[config.mk]
export PLATFORM = sky130hd
export DESIGN_NAME = frame_serializer
export DESIGN_NICKNAME = d
export VERILOG_FILES = /design/src/rtl/frame_serializer.sv
export SDC_FILE = /design/constraint.sdc
export NUM_CORES = 1
export LEC_CHECK = 0
export CORE_AREA = 2 2 51 53
export CTS_CLUSTER_DIAMETER = 120
export DETAILED_ROUTE_END_ITERATION = 12
export DIE_AREA = 0 0 53 55
export PLACE_DENSITY = 0.74
export SETUP_SLACK_MARGIN = 0.1
export SYNTH_ARGS = -nofsm -noshare
export SYNTH_HDL_FRONTEND = slang
export SYNTH_SLANG_ARGS = --single-unit
[constraint.sdc]
create_clock -name Clock -period 2 [get_ports Clock]
set_input_delay 0.3 -clock Clock [delete_from_list [all_inputs] [get_ports Clock]]
set_output_delay 0.3 -clock Clock [all_outputs]
set_load 0.05 [all_outputs]
[src/rtl/frame_serializer.sv]
// ---------------------------------------------------------------------------
// frame_serializer
//
// Purpose:
//   Upstream feeder for the serial frame-error detector.  Parallel frames are
//   accepted over a valid/ready handshake into a small FIFO.  Frames are then
//   shifted out LSB first, one bit per Clock, on Dout.  Frame alignment is
//   continuous from reset.  Whenever the FIFO is empty at a frame boundary, an
//   idle frame (IDLE_WORD) is sent, so the detector never loses its frame
//   boundary.
//
// Parameters:
//   FRAME_LEN  bits per frame (>= 2), must match the detector
//   DEPTH      FIFO depth in frames (power of two, >= 2)
//   IDLE_WORD  filler frame sent when nothing is queued
//
// Ports:
//   Clock        in   system clock, rising edge
//   Reset        in   asynchronous, active-low reset
//   Load_Valid   in   Load_Data holds a frame to enqueue
//   Load_Data    in   parallel frame, bit 0 transmitted first
//   Load_Ready   out  FIFO can accept a frame this cycle (Count != DEPTH)
//   Dout         out  serial bit to the detector's Din
//   Frame_Start  out  high while Dout carries bit 0 of a frame
//   Idle         out  high for every bit of an idle frame
//   Count        out  frames currently held in the FIFO
//
// Optional feature (macro FRAME_SERIALIZER_STATS_EN):
//   Stats_Clr    in   synchronous clear of both statistics counters
//   Frames_Sent  out  data frames started, wraps at 0xFFFF
//   Idle_Frames  out  idle frames started, saturates at 0xFFFF
// ---------------------------------------------------------------------------
module frame_serializer #(
  parameter int                   FRAME_LEN = 3,
  parameter int                   DEPTH     = 4,
  parameter logic [FRAME_LEN-1:0] IDLE_WORD = '0,
  localparam int                  CW        = $clog2(DEPTH + 1)
) (
  input  logic                 Clock,
  input  logic                 Reset,
  input  logic                 Load_Valid,
  input  logic [FRAME_LEN-1:0] Load_Data,
  output logic                 Load_Ready,
  output logic                 Dout,
  output logic                 Frame_Start,
  output logic                 Idle,
`ifdef FRAME_SERIALIZER_STATS_EN
  input  logic                 Stats_Clr,
  output logic [15:0]          Frames_Sent,
  output logic [15:0]          Idle_Frames,
`endif
  output logic [CW-1:0]        Count
);

  localparam int             PW       = $clog2(DEPTH);
  localparam int             BW       = (FRAME_LEN > 1) ? $clog2(FRAME_LEN) : 1;
  localparam logic [BW-1:0]  LAST_BIT = BW'(FRAME_LEN - 1);
  localparam logic [CW-1:0]  FULL     = CW'(DEPTH);

  logic [FRAME_LEN-1:0] mem [DEPTH];
  logic [PW-1:0]        wr_ptr, wr_ptr_nxt;
  logic [PW-1:0]        rd_ptr, rd_ptr_nxt;
  logic [CW-1:0]        count_q, count_nxt;
  logic [FRAME_LEN-1:0] shift_q, shift_nxt;
  logic [BW-1:0]        bit_cnt_q, bit_cnt_nxt;
  logic                 frame_start_q, frame_start_nxt;
  logic                 idle_q, idle_nxt;
  logic                 boundary;
  logic                 push;
  logic                 pop;

  // Ready is judged on the count before the edge.  A full FIFO therefore
  // refuses a push even on an edge where a pop frees a slot.
  assign Load_Ready = (count_q != FULL);
  assign boundary   = (bit_cnt_q == LAST_BIT);
  assign push       = Load_Valid && Load_Ready;
  // The pop also uses the count before the edge.  A word pushed into an empty
  // FIFO on a boundary edge waits one frame, and an idle frame goes out first.
  assign pop        = boundary && (count_q != '0);

  assign Dout        = shift_q[0];
  assign Frame_Start = frame_start_q;
  assign Idle        = idle_q;
  assign Count       = count_q;

  // Next-state logic for the FIFO bookkeeping and the serial shifter.
  always_comb begin
    wr_ptr_nxt      = wr_ptr;
    rd_ptr_nxt      = rd_ptr;
    count_nxt       = count_q;
    shift_nxt       = shift_q;
    bit_cnt_nxt     = bit_cnt_q;
    frame_start_nxt = frame_start_q;
    idle_nxt        = idle_q;

    if (push) wr_ptr_nxt = wr_ptr + PW'(1);
    if (pop)  rd_ptr_nxt = rd_ptr + PW'(1);

    case ({push, pop})
      2'b10:   count_nxt = count_q + CW'(1);
      2'b01:   count_nxt = count_q - CW'(1);
      default: count_nxt = count_q;
    endcase

    if (boundary) begin
      bit_cnt_nxt     = '0;
      frame_start_nxt = 1'b1;
      if (pop) begin
        shift_nxt = mem[rd_ptr];
        idle_nxt  = 1'b0;
      end else begin
        shift_nxt = IDLE_WORD;
        idle_nxt  = 1'b1;
      end
    end else begin
      shift_nxt       = shift_q >> 1;
      bit_cnt_nxt     = bit_cnt_q + BW'(1);
      frame_start_nxt = 1'b0;
    end
  end

  // State register.  Reset places the shifter on bit 0 of an idle frame, the
  // same bit the detector's start state expects.
  always_ff @(posedge Clock or negedge Reset) begin
    if (!Reset) begin
      wr_ptr        <= '0;
      rd_ptr        <= '0;
      count_q       <= '0;
      shift_q       <= IDLE_WORD;
      bit_cnt_q     <= '0;
      frame_start_q <= 1'b1;
      idle_q        <= 1'b1;
    end else begin
      wr_ptr        <= wr_ptr_nxt;
      rd_ptr        <= rd_ptr_nxt;
      count_q       <= count_nxt;
      shift_q       <= shift_nxt;
      bit_cnt_q     <= bit_cnt_nxt;
      frame_start_q <= frame_start_nxt;
      idle_q        <= idle_nxt;
    end
  end

  // The storage array has no reset.  Resetting the pointers and the count
  // already discards everything it held.
  always_ff @(posedge Clock) begin
    if (push) mem[wr_ptr] <= Load_Data;
  end

`ifdef FRAME_SERIALIZER_STATS_EN
  // Statistics counters.  A clear wins over an increment on the same edge.
  always_ff @(posedge Clock or negedge Reset) begin
    if (!Reset) begin
      Frames_Sent <= '0;
      Idle_Frames <= '0;
    end else if (Stats_Clr) begin
      Frames_Sent <= '0;
      Idle_Frames <= '0;
    end else begin
      if (pop) Frames_Sent <= Frames_Sent + 16'd1;
      if (boundary && !pop && (Idle_Frames != 16'hFFFF))
        Idle_Frames <= Idle_Frames + 16'd1;
    end
  end
`endif

endmodule

-- Word-level counts from Yosys, hierarchy flattened
Memories as Yosys holds them, arrays and structs flattened.
Index checks and enable logic that the tools add are counted.
- output and inout bits: 7
- logic and storage cells: 29
- memories: 1
- memory bits (writable): 12
- bits in registers: 14
- add/subtract/negate cells: 5
- muxes and demuxes: 8
- eq/ne operators: 4
- reductions and logical operators: 4
- memories (name ; words ; bits a word ; read ports ; clocked after Yosys merged registers in ; write ports ; RTL line ; text):
    mem ; 4 ; 3 ; 1 ; 0 ; 1 ; 60 ; logic [FRAME_LEN-1:0] mem [DEPTH];
- operator list (kind ; number):
    2-bit by 1-bit adder with 2-bit output, second input constant ; 3
    3-bit 2-to-1 mux ; 2
    3-bit case mux with 2 select lines ; 1
    2-bit == test, second input constant ; 2
    1-bit 2-to-1 mux ; 4
    3-bit by 1-bit adder with 3-bit output, second input constant ; 1
    3-bit != test, second input constant ; 1
    3-bit nonzero test ; 1
    3-bit by 1-bit subtractor with 3-bit output, second input constant ; 1
    2-bit by 1-bit == test with 1-bit output, second input constant ; 1
    1-bit logical AND ; 2
    2-bit 2-to-1 mux ; 1
    2-bit nonzero test ; 1

-- Longest topological paths before layout
Gate-level depths: netlist of run 1.
- depth after elaboration: 4
- mapped depth: 9

-- Least setup slack after synthesis of run 1
Ideal clock, no wire load.
- path kind: register -> register
- from: register count_q[2] (netlist: Count[2])
- to: register count_q[2] (netlist: Count[2])
- stages on the path, launching flop included: 10
- data required time: 1.918 ns
- arrival: 2.412 ns
- period minus slack after synthesis: 2.494 ns
- setup time: 0.082 ns
- setup slack: -0.494 ns
- cell sequence: dfrtp_1 or3b_4 and2_4 inv_1 ha_1 inv_1 fa_1 xor2_1 nor2_1 xor2_1
- word-level cells in the longest chain between the ends: 4
- ends and longest elaborated chain (item ; RTL line ; text):
    start: declaration ; 63 ; logic [CW-1:0] count_q, count_nxt;
    start signal: assignment ; 136 ; count_q <= count_nxt;
    3-bit != test (*) ; 74 ; assign Load_Ready = (count_q != FULL);
    named net Load_Ready ; 43 ; output logic Load_Ready,
    1-bit logical AND (*) ; 76 ; assign push = Load_Valid && Load_Ready;
    2-bit by 1-bit == test with 1-bit output or 2-bit == test (tied branches) ; 99 ; case ({push, pop})
    3-bit case mux with 2 select lines or 2-bit nonzero test (tied branches) ; - ;
Mark *: on every way through the listed nets, which the timed path passes. The rest lies on a longest branch.
A chain may end at the register's enable or synchronous reset.

-- Final worst setup path of run 1
- from: register count_q[1] (netlist: Count[1])
- to: register count_q[2] (netlist: Count[2])
- word-level cells in the longest chain between the ends: 4
- ends and longest elaborated chain (item ; RTL line):
    3-bit != test or 3-bit nonzero test (tied branches) ; 74, 79
    1-bit logical AND (on tied branches) ; 76, 79
    2-bit by 1-bit == test with 1-bit output or 2-bit == test (tied branches) ; 99
    3-bit case mux with 2 select lines or 2-bit nonzero test (tied branches) ; -
Parallel ways exist; a longest one is shown, timed or not.

==> impl_metrics.env, run 1 <==
export IMPL_dr_pass1_iters=3
export IMPL_wl_um=1720
export IMPL_max_slew_margin_rel_pct=59.6
export IMPL_die_w_um=53
export IMPL_slowest_delay_ns=0.42
export IMPL_antenna_found_initial=0
export IMPL_synth_edf_count=12
export IMPL_violations="negative setup slack"
export IMPL_ys_async_sr_fraction_pct=53.8
export IMPL_port_buffer_count=12
export IMPL_syn2layout_area_growth_pct=24.4
export IMPL_ys_seq_elements=26
export IMPL_synth_yosys_seq_area_share_pct=65.6
export IMPL_dieArea_mm2=0.00292
export IMPL_gr_total_overflow=0
export IMPL_hold_buffers=0
export IMPL_synthTopCellsByArea="edfxtp_1 33%, dfrtp_1 28%, mux4_2 6.2%"
export IMPL_gp_congestion=0.659
export IMPL_hp_class="input port to async pin"
export IMPL_status="finished, violations left"
export IMPL_end_kind="register"
export IMPL_die_y_um=55
export IMPL_cp_common_cell="xor2_1"
export IMPL_diodes=0
export IMPL_critical_path_top_delay_family="simple AND/OR/NAND/NOR gates"
export IMPL_cts_made_buffers=3
export IMPL_layout_nets=107
export IMPL_wl_per_cell_um=13.9
export IMPL_max_freq_mhz=493
export IMPL_initial_utilization_pct=46.0
export IMPL_power_w=0.00187
export IMPL_ir_drop_mv=0.923
export IMPL_mostFrequentLayoutCells="12 x edfxtp_1, 10 x buf_4, 9 x dfrtp_1"
export IMPL_fin_skew_ns=0.00124
export IMPL_fin_crit_ns=2.03
export IMPL_arrival_ns=2.27
export IMPL_synth_warnings=0
export IMPL_cts_sinks=26
export IMPL_ant_nets=0
export IMPL_layoutNonFillerInstCount=124
export IMPL_h_tree_depth=1
export IMPL_netlist_area_leader_share_pct=33.1
export IMPL_synth_area_per_cell_um2=15.5
export IMPL_postPlaceCellArea_mm2=0.00131
export IMPL_viasPerCell=4.92
export IMPL_drive_above_1_share_pct=35.1
export IMPL_synthCells=70
export IMPL_ios=13
export IMPL_place_detailed_hpwl_um=1370
export IMPL_startpoint_type="register"
export IMPL_fin_area_mm2=0.00135
export IMPL_clkTransAtPathRegs_ns=0.13
export IMPL_grt_pass1_wl_um=2820
export IMPL_core_area_mm2=0.00236
export IMPL_hold_viol=0
export IMPL_drt_iter0_drc=7
export IMPL_drc=0
export IMPL_utilization_pct=57.2
export IMPL_timing_final_crit_share_pct=101
export IMPL_path_class="register to register"
export IMPL_finalSetupViolCount=1
export IMPL_leakage_nw=0.578
export IMPL_grt_max_degree=15
export IMPL_clk_path_buf_depth=2
export IMPL_syn_num_nets=82
export IMPL_drv_slew=0
export IMPL_rsz0062_at_grt="yes"
export IMPL_grt_usage_pct=14.3
export IMPL_synth_flop_cell="edfxtp_1"
export IMPL_worst_slack_ns=-0.0294
export IMPL_synthesis_area_mm2=0.00109
export IMPL_whs_ns=0.353
export IMPL_yosysTopAreaCell="edfxtp_1"
export IMPL_max_cap_violations=0
export IMPL_fill_cells=203
export IMPL_worst_slew_pin_slew_ns=0.605
export IMPL_rows=18
export IMPL_cp_slowest_cell="dfrtp_2"
export IMPL_path_buf_inv=2
export IMPL_cts_root_buffer="clkbuf_4"
export IMPL_grt_pass1_vias=624
export IMPL_crit_fanout=2
export IMPL_post_place_cells=118
export IMPL_layout_commonest_cell="edfxtp_1"
export IMPL_cts_tree="done"
export IMPL_power_density_mw_per_mm2=1380
export IMPL_clk_latency_ns=0.31
export IMPL_synth_cell_type_count=23
export IMPL_worst_ep_required_time_ns=2.24
export IMPL_cp_cell_sequence="or3b_4, and2_4, inv_4, ha_4, inv_2, fa_2, xor2_1, nor2_1, xor2_1"
export IMPL_vias=610
## worst paths after layout
path,startpoint,to,slack (ns),depth (start not counted)
setup / recovery,Count[1],Count[2],-0.03,9
hold / removal,Reset,shift_q[0],0.35,1
setup reg to reg,Count[1],Count[2],-0.03,9
hold reg to reg,bit_cnt_q[0],bit_cnt_q[0],0.45,1
max in group asynchronous,Reset,Count[0],1.22,1
min in group Clock,bit_cnt_q[0],bit_cnt_q[0],0.45,1
## through the flow
stage                     setup TNS (ns)  setup slack [ns]
after floorplan                   -0.435            -0.285
after global placement          -0.00147          -0.00147
after detailed placement         -0.0372           -0.0372
after CTS                        -0.0423           -0.0423
after global routing              -0.136            -0.136
final                            -0.0294           -0.0294
## power breakdown
group | total [W] | switching, W | leakage [nW] | internal, W
sequential | 0.000829 | 0.000104 | 0.271 | 0.000726
combinational | 0.000822 | 0.000448 | 0.292 | 0.000374
clock | 0.000221 | 0.000143 | 0.0150 | 0.0000779
## logic make-up after synthesis
family / synth area share, %
xor gates and xnor gates: 4.83
adders and majority gates: 7.60
DFF: 65.6
AOI/OAI and AO/OA: 2.07
muxes: 7.59
and+or+nand+nor: 9.55
buffers and inverters: 2.76
## per-layer routing
| metal | vias up | share of wire (%) | GRT usage (%) |
|---|---|---|---|
| met5 | - | 0 | 0 |
| li1 | 290 | - | - |
| met4 | 0 | 1.8 | 7.69 |
| met2 | 10 | 54 | 25.6 |
| met3 | 4 | 3.2 | 2.42 |
| met1 | 306 | 40 | 16.5 |
## cells in the mapped netlist, drive strengths merged, types with 2 or more instances
library cell	count
inv	7
xor2	3
ha	5
mux4	3
and2	2
nor2	5
xnor2	3
dfstp	2
a22o	2
dfrtp	12
edfxtp	12
and3	4
## cell type report
| class | instances | area, um2 | area share [%] |
|---|---|---|---|
| Sequential cell | 26 | 717 | 53.0 |
| Multi-Input combinational cell | 36 | 363 | 26.8 |
| Timing Repair Buffer | 21 | 180 | 13.3 |
| Tap cell | 30 | 37.5 | 2.78 |
| Inverter | 7 | 28.8 | 2.13 |
| Clock buffer | 4 | 26.3 | 1.94 |
## state kept, by name (all words and copies together), names as in the netlist
signal       flops
bit_cnt_q        2
Frame_Start      1
Idle             1
shift_q          3
mem             12
wr_ptr           2
rd_ptr           2
Count            3
## timing repair
action                                  in CTS  in global routing
buffers inserted                             1                  1
resized for setup                            4                  2
endpoints found under the setup margin       7                  3
pin swaps                                    4                  3
No activity file was read; power rests on OpenSTA's default activity.
==> run 2, diff against run 1 <==
--- a/config.mk
+++ b/config.mk
@@ -11,6 +11,7 @@
 export DIE_AREA = 0 0 53 55
 export PLACE_DENSITY = 0.74
 export SETUP_SLACK_MARGIN = 0.1
+export SKIP_LAST_GASP = 1
 export SYNTH_ARGS = -nofsm -noshare
 export SYNTH_HDL_FRONTEND = slang
 export SYNTH_SLANG_ARGS = --single-unit
==> constraint.sdc (replaced) <==
create_clock -name Clock -period 1.6 [get_ports Clock]
set_input_delay 0.24 -clock Clock [delete_from_list [all_inputs] [get_ports Clock]]
set_output_delay 0.24 -clock Clock [all_outputs]
set_load 0.05 [all_outputs]
==> impl_metrics.env, run 2 (synthesis gave the netlist of run 1 again) <==
export IMPL_status="finished, violations left"
export IMPL_violations="negative setup slack"
export IMPL_worst_slew_pin_slew_ns=0.285
export IMPL_fill_cells=183
export IMPL_worst_slack_ns=-0.394
export IMPL_clk_path_buf_depth=2
export IMPL_port_buffer_count=12
export IMPL_place_detailed_hpwl_um=1360
export IMPL_max_freq_mhz=501
export IMPL_leakage_nw=0.633
export IMPL_mostFrequentLayoutCells="18 x buf_4, 12 x edfxtp_1, 9 x dfrtp_1"
export IMPL_p_int_w=0.00176
export IMPL_max_cap_violations=0
export IMPL_drt_iter0_drc=2
export IMPL_hold_buffers=0
export IMPL_r2r_end="Count[2]"
export IMPL_ir_drop_mv=1.24
export IMPL_grt_use_met3_pct=3.23
export IMPL_syn2layout_area_growth_pct=36.4
export IMPL_cts_made_buffers=3
export IMPL_h_tree_depth=1
export IMPL_crit_fanout=2
export IMPL_timing_final_crit_share_pct=125
export IMPL_grt_pass1_wl_um=2810
export IMPL_ant_nets=0
export IMPL_switching_power_w=0.000929
export IMPL_die_y_um=55
export IMPL_regToRegSetupSlack_ns=-0.39
export IMPL_power_density_mw_per_mm2=1810
export IMPL_worstRegToRegCells=9
export IMPL_fin_skew_ns=0.00582
export IMPL_finalSetupTns_ns=-1.73
export IMPL_clockPowerShare_pct=16.5
export IMPL_path_class="register to register"
export IMPL_layout_commonest_cell="buf_4"
export IMPL_fin_crit_ns=1.99
export IMPL_clk_latency_ns=0.32
export IMPL_post_place_cells=123
export IMPL_seqPwrFrac_pct=39.0
export IMPL_gr_usage_met2_pct=26.0
export IMPL_cts_tree="done"
export IMPL_largest_reg_flops=12
export IMPL_wl_um=1840
export IMPL_grt_busiest_layer="met2"
export IMPL_grt_util_met1_pct=14.7
export IMPL_layoutNonFillerInstCount=131
export IMPL_finalSetupViolCount=15
export IMPL_antenna_found_initial=0
export IMPL_wl_per_cell_um=14.0
export IMPL_grt_max_degree=16
export IMPL_diodes=0
export IMPL_core_area_mm2=0.00236
export IMPL_viasPerCell=4.90
export IMPL_cts_root_buffer="clkbuf_4"
export IMPL_arrival_ns=2.24
export IMPL_layout_nets=114
export IMPL_initial_utilization_pct=46.0
export IMPL_max_slew_margin_rel_pct=80.9
export IMPL_drive_above_1_share_pct=47.5
export IMPL_grt_pass1_vias=660
export IMPL_die_w_um=53
export IMPL_dr_pass1_iters=2
export IMPL_drc=0
export IMPL_drv_slew=0
export IMPL_hp_class="input port to async pin"
export IMPL_hold_viol=0
export IMPL_worst_ep_required_time_ns=1.85
export IMPL_gr_total_overflow=0
export IMPL_end_kind="register"
export IMPL_vias=642
export IMPL_rows=18
export IMPL_rsz0062_at_grt="yes"
export IMPL_swShare_pct=34.6
export IMPL_gp_congestion=0.726
export IMPL_cts_sinks=26
export IMPL_startpoint_type="register"
export IMPL_top_register="mem"
export IMPL_grt_usage_pct=14.2
export IMPL_ios=13
export IMPL_clkTransAtPathRegs_ns=0.14
export IMPL_r2r_start="Count[1]"
export IMPL_dieArea_mm2=0.00292
export IMPL_combPwrFrac_pct=44.5
run 2: cell count changes in the layout (fill, tap and decap cells not counted), sizes merged:
cell | before | now
clkbuf | 4 | 3
clkdlybuf4s50 | 7 | 5
buf | 10 | 23
bufinv | 0 | 1
dlygate4sd2 | 4 | 0
run 2: timing repair:
action                     in CTS  in global routing
setup endpoints to repair       3                 17
resized for setup               3                  7
pin swaps                       2                  4
setup buffers                   3                  2
run 2: power groups by stage:
stage	Combinational, W	Sequential [W]	Clock (W)
6_report	0.00120	0.00105	0.000443
5_1_grt	0.00128	0.00108	0.000478
4_1_cts	0.00111	0.00105	0.000452
3_5_place_dp	0.00104	0.00107	0
3_3_place_gp	0.00102	0.00105	0
2_1_floorplan	0.000488	0.00124	0
run 2: cell type report:
type                       count  area, um2  area share [%]
multi-input combinational     36        387            26.1
inverter                       7       26.3            1.77
clock buffer                   3       22.5            1.52
clock inverter                 1       30.0            2.03
timing repair buffer          28        263            17.7
tap                           30       37.5            2.53
sequential                    26        717            48.4
run 2: worst max path at each step:
| stage | from | to | depth (start not counted) | slack [ns] |
|---|---|---|---|---|
| 6_report | Count[1] | Count[2] | 9 | -0.39 |
| 5_1_grt | Count[1] | Count[2] | 9 | -0.47 |
| 4_1_cts | Count[1] | Count[2] | 9 | -0.40 |
| 3_5_place_dp | Count[1] | Count[2] | 9 | -0.38 |
| 3_3_place_gp | Count[1] | Count[2] | 9 | -0.35 |
| 2_1_floorplan | Count[1] | Count[2] | 9 | -0.67 |
run 2: per-stage QoR:
stage	power, W	instance area (um2)	hold WS (ns)	utilization, %	setup WS (ns)
finish	0.00269	1480	0.200	62.7	-0.394
global route	0.00283	1480	0.203	62.7	-0.465
CTS	0.00262	1440	0.199	61.1	-0.395
detailed placement	0.00211	1360	0.470	57.4	-0.381
global placement	0.00208	1360	0.455	57.4	-0.347
floorplan	0.00173	1110	-0.0556	-	-0.671
run 2: worst max-delay path, stage by stage, from the launching register on:
cell and delay (ns):
dfrtp_2 0.42, or3b_4 0.39, and2_4 0.15, inv_2 0.06, ha_4 0.12, inv_2 0.04, fa_2 0.34, xor2_1 0.15
nor2_1 0.11, xor2_1 0.15
run 2: metal layers:
layer	wire, um	part of all wire [%]
met4	41	2.2
met5	0	0
met3	66	3.6
met2	1000	54
met1	731	40
